$ cat src/rtl/pwm_pkg.sv
// Shared types and elaboration-time helpers for the multi-channel PWM.
package pwm_pkg;

  typedef enum logic {PWM_EDGE = 1'b0, PWM_CENTER = 1'b1} mode_t;

  function automatic int calc_period_count(input longint clk_hz, input longint period_us);
    return int'((clk_hz / 64'd1000000) * period_us);
  endfunction

  function automatic int calc_count_w(input int period_count);
    return $clog2(period_count);
  endfunction

endpackage

$ cat src/rtl/pwm_channel.sv
// One PWM output: double-buffered duty, enable arming, window compare, output register.
module pwm_channel
  import pwm_pkg::*;
#(
  parameter int PERIOD_COUNT = 100,
  parameter int COUNT_W      = 7,
  parameter int DUTY_BITS    = 8
) (
  input  logic                 clk,
  input  logic                 resetn,
  input  logic [COUNT_W-1:0]   counter,
  input  logic                 boundary,
  input  logic                 center,
  input  logic [DUTY_BITS-1:0] duty,
  input  logic                 valid,
  input  logic                 enable,
  output logic                 pwm
);

  localparam int PW = COUNT_W + DUTY_BITS;
  // One extra bit so a full-scale compare equal to PERIOD_COUNT always fits.
  localparam int CW = COUNT_W + 1;
  localparam logic [PW-1:0]        PC_P   = PW'(PERIOD_COUNT);
  localparam logic [CW-1:0]        PC_C   = CW'(PERIOD_COUNT);
  localparam logic [DUTY_BITS-1:0] D_FULL = '1;

  logic [DUTY_BITS-1:0] pending, active;
  logic                 pend_flag, armed;
  logic [PW-1:0]        prod;
  logic [CW-1:0]        cmp, lo, cnt_x;
  logic                 in_win;

  always_comb begin
    prod   = PW'(active) * PC_P;
    cmp    = (active == D_FULL) ? PC_C : CW'(prod >> DUTY_BITS);
    lo     = center ? ((PC_C - cmp) >> 1) : '0;
    cnt_x  = {1'b0, counter};
    in_win = (cnt_x >= lo) && (cnt_x < lo + cmp);
  end

  always_ff @(posedge clk or negedge resetn) begin
    if (!resetn) begin
      pending   <= '0;
      active    <= '0;
      pend_flag <= 1'b0;
      armed     <= 1'b0;
      pwm       <= 1'b0;
    end else begin
      if (valid) begin
        pending   <= duty;
        pend_flag <= 1'b1;
      end
      // A write in the boundary cycle bypasses pending so it lands on this boundary.
      if (boundary) begin
        if (valid)          active <= duty;
        else if (pend_flag) active <= pending;
        pend_flag <= 1'b0;
      end else if (!armed) begin
        active <= pending;
        if (!valid) pend_flag <= 1'b0;
      end
      if (!enable)       armed <= 1'b0;
      else if (boundary) armed <= 1'b1;
      pwm <= armed & enable & in_win;
    end
  end

endmodule

$ cat src/rtl/pwm_multi.sv
// Multi-channel PWM: shared period counter, boundary decode, mode latch, period strobe.
module pwm_multi
  import pwm_pkg::*;
#(
  parameter int C_CLK_FREQ_HZ   = 100000000,
  parameter int C_PWM_PERIOD_US = 200,
  parameter int C_NUM_CHANNELS  = 4,
  parameter int C_DUTY_BITS     = 8
) (
  input  logic                                  clk,
  input  logic                                  resetn,
  input  logic [C_NUM_CHANNELS*C_DUTY_BITS-1:0] duty_cycle,
  input  logic [C_NUM_CHANNELS-1:0]             duty_cycle_valid,
  input  logic [C_NUM_CHANNELS-1:0]             enable,
  input  logic                                  center_aligned,
  output logic [C_NUM_CHANNELS-1:0]             pwm,
  output logic                                  period_start
);

  localparam int PERIOD_COUNT = calc_period_count(C_CLK_FREQ_HZ, C_PWM_PERIOD_US);
  localparam int COUNT_W      = calc_count_w(PERIOD_COUNT);
  localparam logic [COUNT_W-1:0] LAST = COUNT_W'(PERIOD_COUNT - 1);

  logic [COUNT_W-1:0]                         counter;
  logic                                       boundary;
  mode_t                                      mode;
  logic [C_NUM_CHANNELS-1:0][C_DUTY_BITS-1:0] duty_v;

  assign boundary = (counter == LAST);
  assign duty_v   = duty_cycle;

  // period_start is registered alongside pwm so both reflect the same counter value.
  always_ff @(posedge clk or negedge resetn) begin
    if (!resetn) begin
      counter      <= '0;
      mode         <= PWM_EDGE;
      period_start <= 1'b0;
    end else begin
      counter      <= boundary ? '0 : counter + COUNT_W'(1);
      period_start <= (counter == '0);
      if (boundary) mode <= center_aligned ? PWM_CENTER : PWM_EDGE;
    end
  end

  for (genvar i = 0; i < C_NUM_CHANNELS; i++) begin : g_ch
    pwm_channel #(
      .PERIOD_COUNT (PERIOD_COUNT),
      .COUNT_W      (COUNT_W),
      .DUTY_BITS    (C_DUTY_BITS)
    ) u_ch (
      .clk      (clk),
      .resetn   (resetn),
      .counter  (counter),
      .boundary (boundary),
      .center   (mode == PWM_CENTER),
      .duty     (duty_v[i]),
      .valid    (duty_cycle_valid[i]),
      .enable   (enable[i]),
      .pwm      (pwm[i])
    );
  end

endmodule

$ cat config.mk
export PLATFORM = sky130hd
export DESIGN_NAME = pwm_multi
export DESIGN_NICKNAME = d
export VERILOG_FILES = /design/src/rtl/pwm_pkg.sv /design/src/rtl/pwm_channel.sv /design/src/rtl/pwm_multi.sv
export SDC_FILE = /design/constraint.sdc
export NUM_CORES = 1
export LEC_CHECK = 0
export ABC_AREA = 1
export BUFFER_PORTS_ARGS = -buffer_cell sky130_fd_sc_hd__buf_4
export CAP_MARGIN = 10
export CORE_ASPECT_RATIO = 1.2
export CORE_UTILIZATION = 35
export DETAILED_ROUTE_END_ITERATION = 8
export GPL_TIMING_DRIVEN = 0
export SLEW_MARGIN = 20
export SYNTH_ARGS = -nofsm -noshare
export SYNTH_HDL_FRONTEND = slang
export SYNTH_SLANG_ARGS = --single-unit
$ cat constraint.sdc
create_clock -name clk -period 17.5 [get_ports clk]
set_input_delay 3.5 -clock clk [delete_from_list [all_inputs] [get_ports clk]]
set_output_delay 3.5 -clock clk [all_outputs]
set_load 0.005 [all_outputs]
==> metrics.cfg <==
[synthesis]
synth_compound_area_share_pct = 10.7
async_reset_ff_share_pct = 100
netlist-cell-type-count = 55
synth_top_area_share_pct = 24.8
yosysTopAreaCell = ha_1
synthAdderAreaFrac_pct = 30.6
synth_seq_cells = 93
avgSynthCellArea_sq_um = 6.91
synth_top_family_by_area = simple AND/OR/NAND/NOR gates
syn_nets = 2799
synth_area_leaders = ha_1 25%, dfrtp_1 14%, nand2_1 14%, inv_1 9.3%, fa_1 5.8%
synth-xor-area-share_pct = 1.70
synth.cell_area_sq_um = 16500
synth_ff_type = dfrtp_1
yosys_warnings = 0
synth-simple-area-share_pct = 32.0
synth_edf_count = 0
synth_mux_area_share_pct = 0
ys_seq_area_share_pct = 14.1
syn_inst = 2382

[routing]
wl_per_cell_um = 13.5
vias_per_cell = 4.91
route.detailed.drc = 0
vias = 15000
first_pass_iters = 6
ant_nets = 0
wl_um = 41300
drt_iter0_markers = 459

[worst_hold_path]
min_from = counter[0]
whs_path_depth = 1
hold_class = reg -> reg
min_to = counter[0]

[sta]
tns_ns = 0
holdWs_ns = 0.484
worstMarginPinSlew_ns = 1.05
clock.fmax_mhz = 156
slew_headroom_pct = 29.8
drv_slew = 0
timing.final.ws_setup_ns = 11.10
rsz0062_at_grt = false
fin_worst_skew_ns = 0.0115
setup_viol = 0
min_period_ns = 6.40
period_share_pct = 36.6
hold_viol_final = 0

[setup_path]
cpMostUsedCell = nand2_1
worstPathArrival_ns = 6.72
r2r_slack_ns = 11.10
start_kind = register
worst_path_largest_cell_delay_ns = 0.66
regToRegStartpoint = g_ch[1].u_ch.active[3]
endpoint_kind = register
reg2reg_depth = 32
worst-path-max-fanout = 8
cp_slowest_cell = dfrtp_1
r2r-end = g_ch[1].u_ch.pwm
worstSetupPathType = reg -> reg
required_ns = 17.82

[floorplanning]
start_util_pct = 35.7
fp.dieW_um = 200
pin_count = 48
rows = 86
die_area_sq_um = 47900
core_sq_um = 46200
die_h_um = 240

[placed_design]
place.gp.congestion = 0.865
hpwl_um = 33800
io_buffers = 47
preCtsSetupSlack_ns = 11.14

[grt]
grt_pass1_wl_um = 70000
grt_pass1_vias = 14700
antenna_found_initial = 0
track_usage_pct = 18.2
grt_max_degree = 94
overflow = 0

[clock_network]
h-tree-depth = 3
hold_buffers = 0
ctsResizeCount = 0
cts_tree = done
path_clk_slew_ns = 0.08
post_cts_buffers = 0
clockBufferDepth = 2
clk-insertion-delay-late_ns = 0.39
clock_sinks = 93
cts_buffers = 9
root_buffer = clkbuf_16

[cells_and_area]
fillers = 4822
antenna_cells = 0
mostFrequentLayoutCells = 617 x nand2_1, 408 x inv_1, 326 x ha_1, 203 x nor2_1, 106 x a21oi_1
nets = 2857
final_common_cell = nand2_1
drive_above_1_share_pct = 9.98
syn_to_final_growth_pct = 8.84

[run]
cap_violations = 0

[run_status]
status = finished, final reports clean

[worst max-delay path: cells and delay by family, from the launching register on]
kind / cells / cell delay (ns)
fa+ha+maj: 7 / 2.85
flops: 1 / 0.66
compound gates: 5 / 1.15
buf+inv: 3 / 0.18
xor+xnor: 1 / 0.12
simple gates: 16 / 1.39
[sequential cells by signal, indices dropped and copies added (netlist names)]
signal,count
g_ch.u_ch.active,32
period_start,1
g_ch.u_ch.pending,32
counter,15
g_ch.u_ch.pwm,4
g_ch.u_ch.armed,4
g_ch.u_ch.pend_flag,4
mode,1
[Yosys cell counts, types with 10 or more instances]
master    instances
nand3_1         105
nor2_1          203
nor3_1           34
nand2_4          11
inv_2            16
o21ai_1          14
o21ai_0          48
a31oi_1          39
inv_1           408
nor2_2           16
fa_1             48
nand4_1          26
nand2_1         617
ha_1            326
a211oi_1         10
dfrtp_1          93
a21oi_1         106
o21bai_1         16
clkbuf_1         20
xor2_1           19
xnor2_1          13
nand2_2          38
nand3_2          29
[per-stage QoR]
step           instance area (sq um)  cells  util [%]
5_1_grt                        17900   3061      38.8
3_3_place_gp                   17600   3045      38.1
3_5_place_dp                   17600   3045      38.1
2_1_floorplan                  16500   2382         -
6_report                       17900   3061      38.8
4_1_cts                        17900   3061      38.8
[layer usage]
layer,track usage [%],vias to the layer above,share of wire (%)
li1,-,7833,-
met1,21.0,6947,43
met2,34.0,182,51
met3,1.76,58,2.2
met4,7.15,0,3.2
met5,0,-,0
[area by class of cell]
type | instances | area [sq um] | area share [%]
plain buffers | 33 | 175 | 0.977
repair buffers | 47 | 357 | 1.99
multi-input cells | 1828 | 12400 | 68.9
clock inverters | 6 | 100 | 0.558
inverters | 428 | 1610 | 8.99
clock buffers | 10 | 229 | 1.28
well taps | 616 | 771 | 4.30
flip-flops and latches | 93 | 2330 | 13.0
[worst max-delay path by stage]
| stage | from | to | slack [ns] | depth (start not counted) |
|---|---|---|---|---|
| after CTS | g_ch[1].u_ch.active[3] | g_ch[1].u_ch.pwm | 11.10 | 32 |
| after global routing | g_ch[1].u_ch.active[3] | g_ch[1].u_ch.pwm | 10.55 | 32 |
| after floorplan | g_ch[1].u_ch.active[3] | g_ch[1].u_ch.pwm | 11.79 | 32 |
| final | g_ch[1].u_ch.active[3] | g_ch[1].u_ch.pwm | 11.10 | 32 |
| after global placement | g_ch[1].u_ch.active[3] | g_ch[1].u_ch.pwm | 11.15 | 32 |
| after detailed placement | g_ch[1].u_ch.active[3] | g_ch[1].u_ch.pwm | 11.14 | 32 |
[cells by family (layout without fill, tap and decap cells)]
logic type,Yosys count,count (layout)
adder cells (fa/ha/maj),374,374
buffers and inverters,461,524
AND/OR/NAND/NOR,1133,1133
AO/OA/AOI/OAI,289,289
XOR/XNOR,32,32
flip-flops,93,93
Power is left out: the tool's default activity adds up to more than one toggle a clock period on the data nets, which glitch-free logic cannot reach.
